`src/rtl/ctc_int_ctrl.sv`:
```
// Z80 CTC interrupt controller: captures per-channel zero-count events, arbitrates
// them by fixed priority, runs the mode-2 acknowledge and daisy chain, and snoops RETI.
module ctc_int_ctrl #(
  parameter int DWID = 8,
  parameter int NCH  = 4
) (
  input  logic            clk,
  input  logic            reset_n,
  input  logic [NCH-1:0]  zc_to,
  input  logic [NCH-1:0]  int_en,
  input  logic            vec_we,
  input  logic            m1_n,
  input  logic            iorq_n,
  input  logic            rd_n,
  input  logic [DWID-1:0] din,
  output logic [DWID-1:0] dout,
  output logic            oe_n,
  input  logic            iei,
  output logic            ieo,
  output logic            int_n
);

  localparam int VBW = DWID - 3;

  typedef enum logic {
    SN_IDLE,
    SN_GOT_ED
  } snoop_e;

  function automatic logic [NCH-1:0] lowest_onehot(input logic [NCH-1:0] v);
    logic [NCH-1:0] oh;
    logic           found;
    oh    = '0;
    found = 1'b0;
    for (int i = 0; i < NCH; i++) begin
      if (v[i] && !found) begin
        oh[i] = 1'b1;
        found = 1'b1;
      end
    end
    return oh;
  endfunction

  function automatic logic [1:0] lowest_idx(input logic [NCH-1:0] v);
    logic [1:0] idx;
    idx = '0;
    for (int i = NCH - 1; i >= 0; i--) begin
      if (v[i]) idx = 2'(i);
    end
    return idx;
  endfunction

  logic [NCH-1:0]  zc_prev_q, zc_prev_d;
  logic [NCH-1:0]  pending_q, pending_d;
  logic [NCH-1:0]  in_service_q, in_service_d;
  logic [VBW-1:0]  vec_base_q, vec_base_d;
  logic            int_n_q, int_n_d;
  logic            oe_n_q, oe_n_d;
  logic [DWID-1:0] dout_q, dout_d;
  logic            ack_prev_q, ack_prev_d;
  logic            fetch_prev_q, fetch_prev_d;
  snoop_e          snoop_q, snoop_d;

  logic            ack, ack_start, ack_take;
  logic            fetch, fetch_start;
  logic [NCH-1:0]  rise;
  logic [NCH-1:0]  ack_oh, reti_clr;
  logic [1:0]      ack_idx;

  always_comb begin
    // NOTE: every combinational output gets a default first, so no path can infer a latch.
    zc_prev_d    = zc_to;
    pending_d    = pending_q;
    in_service_d = in_service_q;
    vec_base_d   = vec_base_q;
    int_n_d      = int_n_q;
    oe_n_d       = oe_n_q;
    dout_d       = dout_q;
    snoop_d      = snoop_q;
    reti_clr     = '0;

    ack         = ~m1_n & ~iorq_n;
    ack_start   = ack & ~ack_prev_q;
    ack_prev_d  = ack;
    fetch       = ~m1_n & ~rd_n & iorq_n;
    fetch_start = fetch & ~fetch_prev_q;
    fetch_prev_d = fetch;

    rise     = zc_to & ~zc_prev_q;
    ack_oh   = lowest_onehot(pending_q);
    ack_idx  = lowest_idx(pending_q);
    ack_take = ack_start & ~int_n_q & (|pending_q) & ~(|in_service_q);

    if (vec_we) vec_base_d = din[DWID-1:3];

    // RETI is ED 4D on consecutive opcode fetches; other bus cycles leave the state alone.
    if (fetch_start) begin
      unique case (snoop_q)
        SN_IDLE: begin
          snoop_d = (din == DWID'(8'hED)) ? SN_GOT_ED : SN_IDLE;
        end
        SN_GOT_ED: begin
          if (din == DWID'(8'h4D)) begin
            snoop_d = SN_IDLE;
            if (iei) reti_clr = lowest_onehot(in_service_q);
          end else if (din == DWID'(8'hED)) begin
            snoop_d = SN_GOT_ED;
          end else begin
            snoop_d = SN_IDLE;
          end
        end
        default: snoop_d = SN_IDLE;
      endcase
    end

    // A fresh rise wins over the acknowledge clear; disabling a channel drops its request.
    pending_d    = ((pending_q & ~(ack_take ? ack_oh : '0)) | (rise & int_en)) & int_en;
    in_service_d = (in_service_q & ~reti_clr) | (ack_take ? ack_oh : '0);

    int_n_d = ~(iei & (|pending_q) & ~(|in_service_q));

    if (ack_take) begin
      dout_d = {vec_base_q, ack_idx, 1'b0};
      oe_n_d = 1'b0;
    end else if (!ack) begin
      dout_d = '0;
      oe_n_d = 1'b1;
    end
  end

  // NOTE: sequential state uses non-blocking assignments only, so every flop samples pre-edge values.
  always_ff @(posedge clk) begin
    if (!reset_n) begin
      zc_prev_q    <= '0;
      pending_q    <= '0;
      in_service_q <= '0;
      vec_base_q   <= '0;
      int_n_q      <= 1'b1;
      oe_n_q       <= 1'b1;
      dout_q       <= '0;
      ack_prev_q   <= 1'b0;
      fetch_prev_q <= 1'b0;
      snoop_q      <= SN_IDLE;
    end else begin
      zc_prev_q    <= zc_prev_d;
      pending_q    <= pending_d;
      in_service_q <= in_service_d;
      vec_base_q   <= vec_base_d;
      int_n_q      <= int_n_d;
      oe_n_q       <= oe_n_d;
      dout_q       <= dout_d;
      ack_prev_q   <= ack_prev_d;
      fetch_prev_q <= fetch_prev_d;
      snoop_q      <= snoop_d;
    end
  end

  assign dout  = dout_q;
  assign oe_n  = oe_n_q;
  assign int_n = int_n_q;
  assign ieo   = iei & ~(|in_service_q) & ~(|pending_q);

endmodule

```
`config.mk`:
```
export PLATFORM = sky130hd
export DESIGN_NAME = ctc_int_ctrl
export DESIGN_NICKNAME = d
export VERILOG_FILES = /design/src/rtl/ctc_int_ctrl.sv
export SDC_FILE = /design/constraint.sdc
export NUM_CORES = 1
export LEC_CHECK = 0
export CORE_ASPECT_RATIO = 0.75
export CORE_MARGIN = 2
export CORE_UTILIZATION = 40
export CTS_BUF_LIST = sky130_fd_sc_hd__clkbuf_4
export CTS_CLUSTER_DIAMETER = 40
export CTS_CLUSTER_SIZE = 12
export DETAILED_ROUTE_END_ITERATION = 8
export MAX_ROUTING_LAYER = met4
export PLACE_DENSITY_LB_ADDON = 0.05
export SLEW_MARGIN = 40
export SYNTH_ARGS = -nofsm -noshare
export SYNTH_HDL_FRONTEND = slang
export SYNTH_SLANG_ARGS = --single-unit
```
`constraint.sdc`:
```
create_clock -name clk -period 2.12 [get_ports clk]
set_clock_uncertainty 0.1 [all_clocks]
set_input_delay 0.424 -clock clk [delete_from_list [all_inputs] [get_ports clk]]
set_output_delay 0.424 -clock clk [all_outputs]
set_load 0.05 [all_outputs]
```
==> reports/metrics.csv <==
stage;metric;value;unit
power_and_ir_drop;p_int;774;uW
floorplan;dieArea;3580;sq um
critical_path;crit_arrival;1.54;ns
power_and_ir_drop;switching_power;263;uW
power_and_ir_drop;p_clk_share;30.2;%
clock_network;clkLatencyLatePin;0.32;ns
global_routing;grt_pass1_wl;4500;microns
final_layout;drive_gt1_share;23.4;%
synthesis;synth-seq-area-share;46.7;%
detailed_routing;avgViaCountPerCell;5.08;
detailed_routing;route.vias.total;1041;
final_layout;finalNetCount;190;
hold_path;min_path_type;reg -> reg;
global_routing;antenna_found_initial;0;
power_and_ir_drop;seqPwrFrac;55.1;%
clock_network;h-tree-depth;2;
timing;slew_headroom;65.5;%
timing;finalHoldViolations;0;
detailed_routing;drc;0;
global_routing;grt_overflow_total;0;
synthesis;yosysUniqueCellTypes;34;
run;maxCapViolCount;0;
synthesis;syn_inst;122;
critical_path;worstSetupStartpointType;flop;
clock_network;clkTransAtPathRegs;0.09;ns
place;dp_hpwl;2040;microns
critical_path;endpoint_kind;output port;
final_layout;stdcell_area;1730;sq um
floorplan;coreArea;2960;sq um
floorplan;die_x;68.4;microns
clock_network;cts_hold_buf;0;
clock_network;clock_path_buffers;2;
detailed_routing;wl_per_cell;13.6;microns
global_routing;track_usage;18.2;%
detailed_routing;drtIter0Drc;17;
outcome;outcome;finished clean;
floorplan;io_pins;34;
detailed_routing;drtPass1Iterations;4;
final_layout;areaGrowthSynthToFinish;38.9;%
place;place_congestion;0.765;
critical_path;worst_path_max_delay_cell;or4_4;
floorplan;start_util;42.1;%
detailed_routing;postRouteWirelength;2800;microns
clock_network;cts_tree;built;
power_and_ir_drop;leakage;0.651;nW
synthesis;synth_warnings;0;
place;io_buffers;32;
timing;setup_viol;0;
final_layout;layout_commonest_cell;clkdlybuf4s50_1;
final_layout;layout_common_cells;30 x clkdlybuf4s50_1, 29 x dfxtp_1, 17 x nand2_1, 12 x buf_4, 9 x nor2_1;
synthesis;syn_area;1240;sq um
final_layout;diodes;0;
clock_network;numCtsBuffers;5;
final_layout;final_util;58.4;%
floorplan;fp.dieH;52.3;microns
timing;post-route-period-util;97.1;%
global_routing;grt_max_degree;24;
timing;maxSlewViolCount;0;
clock_network;cts_sinks;29;
critical_path;critPathRequiredTime;1.60;ns
clock_network;cts_root_buf;clkbuf_4;
detailed_routing;drtAntennaViolNets;0;
synthesis;syn_area_per_cell;10.2;sq um
place;place_ws;-0.0157;ns
floorplan;rows;17;
timing;layout_min_cycle_time;2.06;ns
timing;worstMarginPinSlew;0.517;ns
timing;grt_setup_unrepaired;no;
critical_path;worstSetupPathType;reg -> out;
synthesis;synth.net_count;145;
power_and_ir_drop;swShare;25.4;%
synthesis;synth_seq_cells;29;
critical_path;slowest_delay;0.57;ns
power_and_ir_drop;p_per_area;600;nW/um^2
global_routing;grt_pass1_vias;990;
power_and_ir_drop;peakVddDrop;0.418;mV
place;place_area;1670;sq um
timing;worst_slack;0.0606;ns
critical_path;path_max_fanout;5;
power_and_ir_drop;p_total;1.04;mW
power_and_ir_drop;combPwrFrac;14.8;%
final_layout;fillCellCount;257;
critical_path;path_cells;or4_4, nor2_4, buf_12;
timing;fmax;0.486;GHz
-- worst max-delay path, delay by kind of cell, from the launching register on --
kind	cells	cell delay, ns
buffers and inverters	1	0.14
flip-flops	1	0.36
AND/OR/NAND/NOR	2	0.72
-- kinds of logic after synthesis --
logic type / share of synthesized area (%)
AOI/OAI and AO/OA: 13.4
buffers and inverters: 4.02
DFF: 46.7
muxes: 4.02
other: 0.302
and+or+nand+nor: 31.6
-- final cells by class --
class                   instances  area, sq um  area share (%)
clock buffers                   6         45.0            2.61
clock inverters                 1         3.75           0.217
inverters                       2         7.51           0.434
multi-input cells              85          621            35.9
flip-flops and latches         29          581            33.6
well taps                      38         47.5            2.75
repair buffers                 44          423            24.5
-- flip-flops by register name, summed over array words and instances (netlist names) --
register      flops
snoop_q           1
zc_prev_q         4
dout              7
fetch_prev_q      1
oe_n              1
int_n             1
vec_base_q        5
pending_q         4
ack_prev_q        1
in_service_q      4
-- through the flow --
step           instances  setup TNS, ns  hold WS (ns)
2_1_floorplan        122              0         0.339
3_3_place_gp         198              0         0.346
3_5_place_dp         198        -0.0176         0.350
4_1_cts              205              0         0.362
5_1_grt              205              0         0.390
6_report             205              0         0.360
-- synth_stat cells --
cell type | instances | area, sq um
o32ai_1 | 1 | 8.76
mux2i_1 | 5 | 50.1
and2_1 | 4 | 25.0
a21oi_1 | 4 | 20.0
inv_1 | 1 | 3.75
o31ai_1 | 1 | 7.51
inv_2 | 1 | 3.75
nor4b_1 | 1 | 8.76
o311ai_1 | 1 | 8.76
nor2b_1 | 4 | 25.0
buf_12 | 1 | 20.0
nor4_1 | 1 | 6.26
o21ai_1 | 1 | 5.00
nand3_4 | 1 | 17.5
nand4_1 | 1 | 6.26
nand4b_1 | 4 | 35.0
a41oi_1 | 1 | 8.76
nand3_2 | 3 | 30.0
o31ai_2 | 1 | 12.5
nand3_1 | 6 | 30.0
o41ai_2 | 1 | 16.3
nand2_1 | 17 | 63.8
nor4bb_1 | 2 | 20.0
o21ai_2 | 7 | 61.3
o2111ai_1 | 2 | 17.5
nor4_4 | 2 | 42.5
nor2_1 | 10 | 37.5
dfxtp_1 | 29 | 581
or4_4 | 1 | 11.3
clkbuf_1 | 4 | 15.0
nor4b_4 | 1 | 23.8
buf_4 | 1 | 7.51
conb_1 | 1 | 3.75
nor3_2 | 1 | 10.0
-- path summary, 6_finish.rpt --
path | startpoint | slack [ns] | to | cells past startpoint
worst max register to register | in_service_q[1] | 0.54 | dout[3] | 5
worst min register to register | vec_base_q[2] | 0.36 | dout[5] | 2
worst max-delay path | pending_q[1] | 0.06 | ieo | 3
worst min-delay path | vec_base_q[2] | 0.36 | dout[5] | 2
-- routing by layer --
layer / share of wire, % / GRT usage, % / up-vias
met2: 45 / 28.0 / 23
met4: 0.75 / 6.00 / 0
met3: 4.4 / 5.81 / 5
met1: 49 / 22.5 / 488
met5: 0 / - / -
li1: - / - / 525
-- timing repair --
item | 4_1_cts | 5_1_grt
pin swaps | 0 | 1
endpoints found under the setup margin | 1 | 2
buffers inserted | 0 | 0
gates resized for setup | 2 | 1
-- power groups by stage --
stage | combinational, mW | clock (mW) | sequential, mW
final | 0.153 | 0.313 | 0.571
after global placement | 0.148 | 0 | 0.583
after CTS | 0.154 | 0.324 | 0.571
after detailed placement | 0.150 | 0 | 0.584
after floorplan | 0.0654 | 0 | 0.587
after global routing | 0.165 | 0.348 | 0.573
Power figures use the tool's default switching activity.
